$ cat src/rtl/shield_rotation_ctrl.sv
// Shield orientation controller: debounces the rotate buttons and commits
// one orientation step per frame at the start of vertical blanking.
//
// state    | meaning
// IDLE     | no rotation waiting for the next frame tick
// CW_PEND  | clockwise step waiting for the next frame tick
// CCW_PEND | counter-clockwise step waiting for the next frame tick
module shield_rotation_ctrl #(
    parameter logic [15:0] DEBOUNCE_CYCLES = 16'd50000,
    parameter int          ACTIVE_V        = 720
) (
    input  logic        clk_in,
    input  logic        rst_n_in,
    input  logic        btn_cw_in,
    input  logic        btn_ccw_in,
    input  logic [10:0] hcount_in,
    input  logic [9:0]  vcount_in,
    output logic [1:0]  rotate_out,
    output logic        rotated_out
);

    typedef enum logic [1:0] {IDLE, CW_PEND, CCW_PEND} state_t;
    typedef enum logic [1:0] {REQ_NONE, REQ_CW, REQ_CCW} req_t;

    // index 0 = clockwise button, index 1 = counter-clockwise button
    logic [1:0]  sync_1;
    logic [1:0]  sync_2;
    logic [1:0]  stable;
    logic [1:0]  stable_d;
    logic [15:0] deb_cnt [2];
    logic [1:0]  press;

    state_t      state, state_next;
    req_t        req, eff_req;
    logic        tick;
    logic [1:0]  rotate_next;
    logic        rotated_next;

    function automatic logic [1:0] step_cw(input logic [1:0] code);
        case (code)
            2'b00:   step_cw = 2'b10;
            2'b10:   step_cw = 2'b01;
            2'b01:   step_cw = 2'b11;
            default: step_cw = 2'b00;
        endcase
    endfunction

    function automatic logic [1:0] step_ccw(input logic [1:0] code);
        case (code)
            2'b00:   step_ccw = 2'b11;
            2'b11:   step_ccw = 2'b01;
            2'b01:   step_ccw = 2'b10;
            default: step_ccw = 2'b00;
        endcase
    endfunction

    always_ff @(posedge clk_in) begin
        if (!rst_n_in) begin
            sync_1     <= '0;
            sync_2     <= '0;
            stable     <= '0;
            stable_d   <= '0;
            deb_cnt[0] <= '0;
            deb_cnt[1] <= '0;
        end else begin
            sync_1   <= {btn_ccw_in, btn_cw_in};
            sync_2   <= sync_1;
            stable_d <= stable;
            for (int i = 0; i < 2; i++) begin
                if (sync_2[i] == stable[i]) begin
                    deb_cnt[i] <= '0;
                end else if (deb_cnt[i] == DEBOUNCE_CYCLES - 16'd1) begin
                    stable[i]  <= sync_2[i];
                    deb_cnt[i] <= '0;
                end else begin
                    deb_cnt[i] <= deb_cnt[i] + 16'd1;
                end
            end
        end
    end

    assign press = stable & ~stable_d;
    assign tick  = (hcount_in == 11'd0) && (vcount_in == 10'(ACTIVE_V));

    always_comb begin
        req          = REQ_NONE;
        eff_req      = REQ_NONE;
        state_next   = state;
        rotate_next  = rotate_out;
        rotated_next = 1'b0;

        // simultaneous presses cancel and leave the pending request alone
        case (press)
            2'b01:   req = REQ_CW;
            2'b10:   req = REQ_CCW;
            default: req = REQ_NONE;
        endcase

        if (req != REQ_NONE) begin
            eff_req = req;
        end else begin
            case (state)
                CW_PEND:  eff_req = REQ_CW;
                CCW_PEND: eff_req = REQ_CCW;
                default:  eff_req = REQ_NONE;
            endcase
        end

        if (tick) begin
            state_next = IDLE;
            if (eff_req == REQ_CW) begin
                rotate_next  = step_cw(rotate_out);
                rotated_next = 1'b1;
            end else if (eff_req == REQ_CCW) begin
                rotate_next  = step_ccw(rotate_out);
                rotated_next = 1'b1;
            end
        end else if (req == REQ_CW) begin
            state_next = CW_PEND;
        end else if (req == REQ_CCW) begin
            state_next = CCW_PEND;
        end
    end

    always_ff @(posedge clk_in) begin
        if (!rst_n_in) begin
            state       <= IDLE;
            rotate_out  <= 2'b00;
            rotated_out <= 1'b0;
        end else begin
            state       <= state_next;
            rotate_out  <= rotate_next;
            rotated_out <= rotated_next;
        end
    end

endmodule

$ cat config.mk
export PLATFORM = sky130hd
export DESIGN_NAME = shield_rotation_ctrl
export DESIGN_NICKNAME = d
export VERILOG_FILES = /design/src/rtl/shield_rotation_ctrl.sv
export SDC_FILE = /design/constraint.sdc
export NUM_CORES = 1
export LEC_CHECK = 0
export CORE_MARGIN = 2
export CORE_UTILIZATION = 40
export DETAILED_ROUTE_END_ITERATION = 12
export HOLD_SLACK_MARGIN = 0.12
export PLACE_DENSITY = 0.68
export SETUP_SLACK_MARGIN = 0.3
export SLEW_MARGIN = 20
export SYNTH_ARGS = -nofsm -noshare
export SYNTH_HDL_FRONTEND = slang
export SYNTH_SLANG_ARGS = --single-unit
$ cat constraint.sdc
create_clock -name clk_in -period 3.3 [get_ports clk_in]
set_clock_uncertainty 0.1 [all_clocks]
set_input_delay 0.33 -clock clk_in [delete_from_list [all_inputs] [get_ports clk_in]]
set_output_delay 0.33 -clock clk_in [all_outputs]
set_load 0.01 [all_outputs]
# Word level (Yosys, flattened, before mapping)
# Memories as Yosys holds them, arrays and structs flattened.
# Cells that the tools add are included.
dict set report word_totals {
  n_memories 1
  elab_cells 91
  ramBits 32
  ff_bits 13
  out_inout_bits 3
}
dict set report op_classes {
  n_mux 40
  bitwise_logic 11
  eq_ne 16
  add_sub_neg 2
  n_reduce_logical 12
}
# name words word_bits read_ports rd_clocked_by_memory_dff write_ports line_no
set mem_list {}
lappend mem_list {deb_cnt 2 16 2 0 2 30} ;# logic [15:0] deb_cnt [2];
# op n
set op_table {}
lappend op_table {{2-to-1 mux 16 bit} 6}
lappend op_table {{adder 16 x 1 -> 16 bit, second input constant} 2}
lappend op_table {{equality test 16 bit, second input constant} 2}
lappend op_table {{2-to-1 mux 1 bit} 27}
lappend op_table {{equality test 2 bit, second input constant} 6}
lappend op_table {{one-hot mux 2 bit (3 select lines)} 2}
lappend op_table {{logical NOT 11 bit} 1}
lappend op_table {{equality test 10 bit, second input constant} 1}
lappend op_table {{equality test 2 x 1 -> 1 bit, second input constant} 5}
lappend op_table {{one-hot mux 2 bit (2 select lines)} 2}
lappend op_table {{AND reduction 2 bit} 4}
lappend op_table {{2-to-1 mux 2 bit} 3}
lappend op_table {{OR 1 bit} 6}
lappend op_table {{nonzero test 2 bit} 3}
lappend op_table {{inverter 1 bit} 3}
lappend op_table {{OR reduction 3 bit} 1}
lappend op_table {{bitwise AND 2 bit} 1}
lappend op_table {{equality test 1 bit} 2}
lappend op_table {{logical NOT 2 bit} 1}
lappend op_table {{inverter 2 bit} 1}
lappend op_table {{OR reduction 2 bit} 1}
lappend op_table {{logical AND 1 bit} 1}

# Logic depth before layout (Yosys ltp)
dict set report logic_depth {
  depth_word 9
  depth_mapped 10
  ltp_nobuf 10
}

# Least setup slack after synthesis
# Ideal clock, no wire load.
dict set report synth_path {
  path_kind {register to register}
  start {memory deb_cnt[0][7]}
  end {memory deb_cnt[0][10] (data pin)}
  setup_ns 0.254
  synth_period_minus_slack_ns 2.264
  setup_slack_ns 1.036
  stages_incl_launch_ff 7
  arrival_time_ns 1.909
  t_required_ns 2.946
  cell_sequence {edfxtp_1 buf_6 or4b_1 or4_4 o211ai_4 buf_6 nor2_1}
}
# element line_no
set synth_rtl {}
lappend synth_rtl {{from (decl)} 30}

==> metrics.json <==
{
  "setup_path": {
    "cp_data_arrival_time_ns": 2.45,
    "r2r_start": "deb_cnt[1][11]",
    "critPathLaunch": "deb_cnt[1][11]",
    "critical_path_peak_fanout": 15,
    "critical_path.endpoint": "deb_cnt[1][5]",
    "timing_worst_setup_path_type": "flop to flop",
    "critical_path.endpoint_type": "flop",
    "critical_path_rt_ns": 3.24,
    "regToRegEndpoint": "deb_cnt[1][5]",
    "reg2regPathDepth": 4,
    "worst-r2r-setup-slack_ns": 0.79,
    "worst_setup_path_start_kind": "flop"
  },
  "hold_path": {
    "hold_path.startpoint": "sync_1[0]",
    "worstHoldPathType": "flop to flop"
  },
  "placed_design": {
    "port_buffers": 27,
    "pre_cts_ws_ns": 0.780,
    "area_after_detailed_placement_um2": 2840,
    "post-place-cells": 361,
    "dpl.hpwl_um": 3140,
    "gp_congestion": 0.754
  },
  "grt": {
    "grt_use_total_pct": 13.7,
    "initial_antenna_violation_count": 0,
    "via_count_of_the_first_global_routing_pass": 1661,
    "global_route.overflow_total": 0,
    "grt_max_degree": 16,
    "grt_pass1_wl_um": 6970
  },
  "timing": {
    "fin_tns_setup_ns": 0,
    "hold_violations": 0,
    "setup_violations": 0,
    "relSlewSlack_pct": 60.8,
    "final_critical_path_setup_slack_ns": 0.790,
    "fmax_ghz": 0.398,
    "min_period_ns": 2.51,
    "grt_setup_unrepaired": "false",
    "max_slew.worst_pin.slew_ns": 0.587,
    "finalMaxSlewViolations": 0,
    "layout_worst_path_cycle_share_pct": 76.1
  },
  "yosys": {
    "synth_ff_type": "edfxtp_1",
    "syn_inst": 233,
    "synth_edf_count": 32,
    "mapped_area_um2": 2390,
    "ys_types": 37,
    "top_area_cells_in_the_synthesized_netlist": "edfxtp_1 40%, dfxtp_1 11%, xnor2_1 8.1%",
    "ys_warn_count": 0,
    "synthesis.area_per_instance_um2": 10.3,
    "synth_seq_cells": 45,
    "synth_top_area_share_pct": 40.1,
    "part_of_the_yosys_area_used_for_sequential_elements_pct": 51.0,
    "synth.largest_area_cell": "edfxtp_1",
    "synth_async_sr_flop_share_pct": 0
  },
  "drt": {
    "detailed_routing_iteration_count_for_the_pre_antenna_repair_pass": 4,
    "drt-initial-drc-count": 62,
    "post_drt_via_cell_ratio": 4.72,
    "drc": 0,
    "route.vias.total": 1740,
    "drt-wirelength-per-cell_um": 11.4,
    "wl_um": 4210,
    "drtAntennaViolNets": 0
  },
  "power": {
    "static-leakage-power_nw": 1.05,
    "worst_ir_drop_vdd_v": 0.000233,
    "power_density_nw_per_um2": 364
  },
  "floorplan": {
    "fp.coreArea_um2": 5850,
    "die_w_um": 81.4,
    "core.rowCount": 28,
    "die_footprint_um2": 6620,
    "die_extent_in_y_um": 81.4,
    "initial_cell_density_of_the_core_pct": 40.9,
    "i_o_pin_count": 28
  },
  "clocking": {
    "clk_pin_slew_ns": 0.09,
    "hold_buffers_post_cts": 0,
    "root_buffer": "clkbuf_8",
    "cts_max_level": 2,
    "post-cts-setup-buffers": 0,
    "clock_tree_from_tritoncts": "done",
    "cts-buffers-inserted": 5,
    "cts.path.max_buffers": 2,
    "ctsResizeCount": 0,
    "cts.sinks": 45,
    "insertion_delay_ns": 0.30
  },
  "layout": {
    "final_cell_count_no_fill": 369,
    "syn2layout_area_growth_pct": 22.2,
    "layout.cells.most_common": "nor2_1",
    "final_design_instance_area_without_fill_um2": 2930,
    "antenna-diode-count": 0,
    "net_count_reported_at_finish": 326,
    "final_layout_size_suffix_gt1_share_pct": 4.76,
    "layout_common_cells": "37 x nor2_1, 32 x edfxtp_1, 32 x conb_1, 27 x clkdlybuf4s50_1, 22 x xnor2_1"
  },
  "outcome": {
    "outcome": "completed"
  },
  "flow_run": {
    "max_cap_viol_count": 0
  }
}
## Yosys cell counts, types with 6 or more instances
master and instances:
and2_1 6, dfxtp_1 13, edfxtp_1 32, ha_1 8
inv_1 12, nand2_1 12, nand3_1 10, nand4_1 9
nor2_1 37, nor3_1 10, nor4_1 12, o21ai_0 6
xnor2_1 22, xor2_1 8
## logic make-up after synthesis
| family | Yosys count | synth area share (%) |
|---|---|---|
| AOI/OAI and AO/OA | 12 | 3.29 |
| xor gates and xnor gates | 30 | 11.0 |
| adders and majority gates | 8 | 4.18 |
| buffers and inverters | 17 | 3.45 |
| DFF | 45 | 51.0 |
| muxes | 2 | 0.836 |
| other | 1 | 0.157 |
| and+or+nand+nor | 118 | 26.1 |
## area by class of cell
type                            instances  area (um2)
Clock buffer                            5        68.8
Timing Repair Buffer                   27         270
Inverter                               12        45.0
Fill cell                             559        2930
Multi-Input combinational cell        202        1210
Tap cell                               75        93.8
Sequential cell                        45        1220
Clock inverter                          3        20.0
## metrics by stage
step	power (W)	hold slack, ns	util (%)
2_1_floorplan	0.000690	0.312	-
3_3_place_gp	0.000725	0.325	48.5
3_5_place_dp	0.000728	0.333	48.5
4_1_cts	0.00108	0.354	50.0
5_1_grt	0.00110	0.377	50.0
6_report	0.00106	0.349	50.0
## where the power goes
group	switching (W)	internal [W]	total, W
clock network	0.000198	0.000151	0.000349
logic	0.0000289	0.0000422	0.0000711
registers	0.0000210	0.000623	0.000644
total	0.000248	0.000817	0.00106
## layer usage
metal | up-vias | global-route usage [%] | part of all wire (%)
met1 | 809 | 16.6 | 48
met5 | - | 0 | 0
li1 | 915 | - | -
met3 | 6 | 3.00 | 1.9
met2 | 10 | 23.4 | 48
met4 | 0 | 5.59 | 1.5
## critical path, cell delays in order (launching register included)
cell	delay (ns)
edfxtp_1	0.48
or4bb_1	0.53
or4_1	0.57
nand3_1	0.45
nor2_1	0.12
## sequential cells by signal, indices dropped and copies added, names as in the netlist
register and cells:
stable_d 2, sync_2 2, deb_cnt 32, rotate_out 2
sync_1 2, rotated_out 1, state 2, stable 2
## worst min path at each step
| stage | end | slack, ns | cells past startpoint |
|---|---|---|---|
| 3_3_place_gp | sync_2[1] | 0.32 | 1 |
| 5_1_grt | sync_2[0] | 0.38 | 1 |
| 4_1_cts | sync_2[0] | 0.35 | 1 |
| 3_5_place_dp | sync_2[1] | 0.33 | 1 |
| 6_report | sync_2[0] | 0.35 | 1 |
| 2_1_floorplan | sync_2[0] | 0.31 | 1 |
Power figures use the tool's default switching activity.
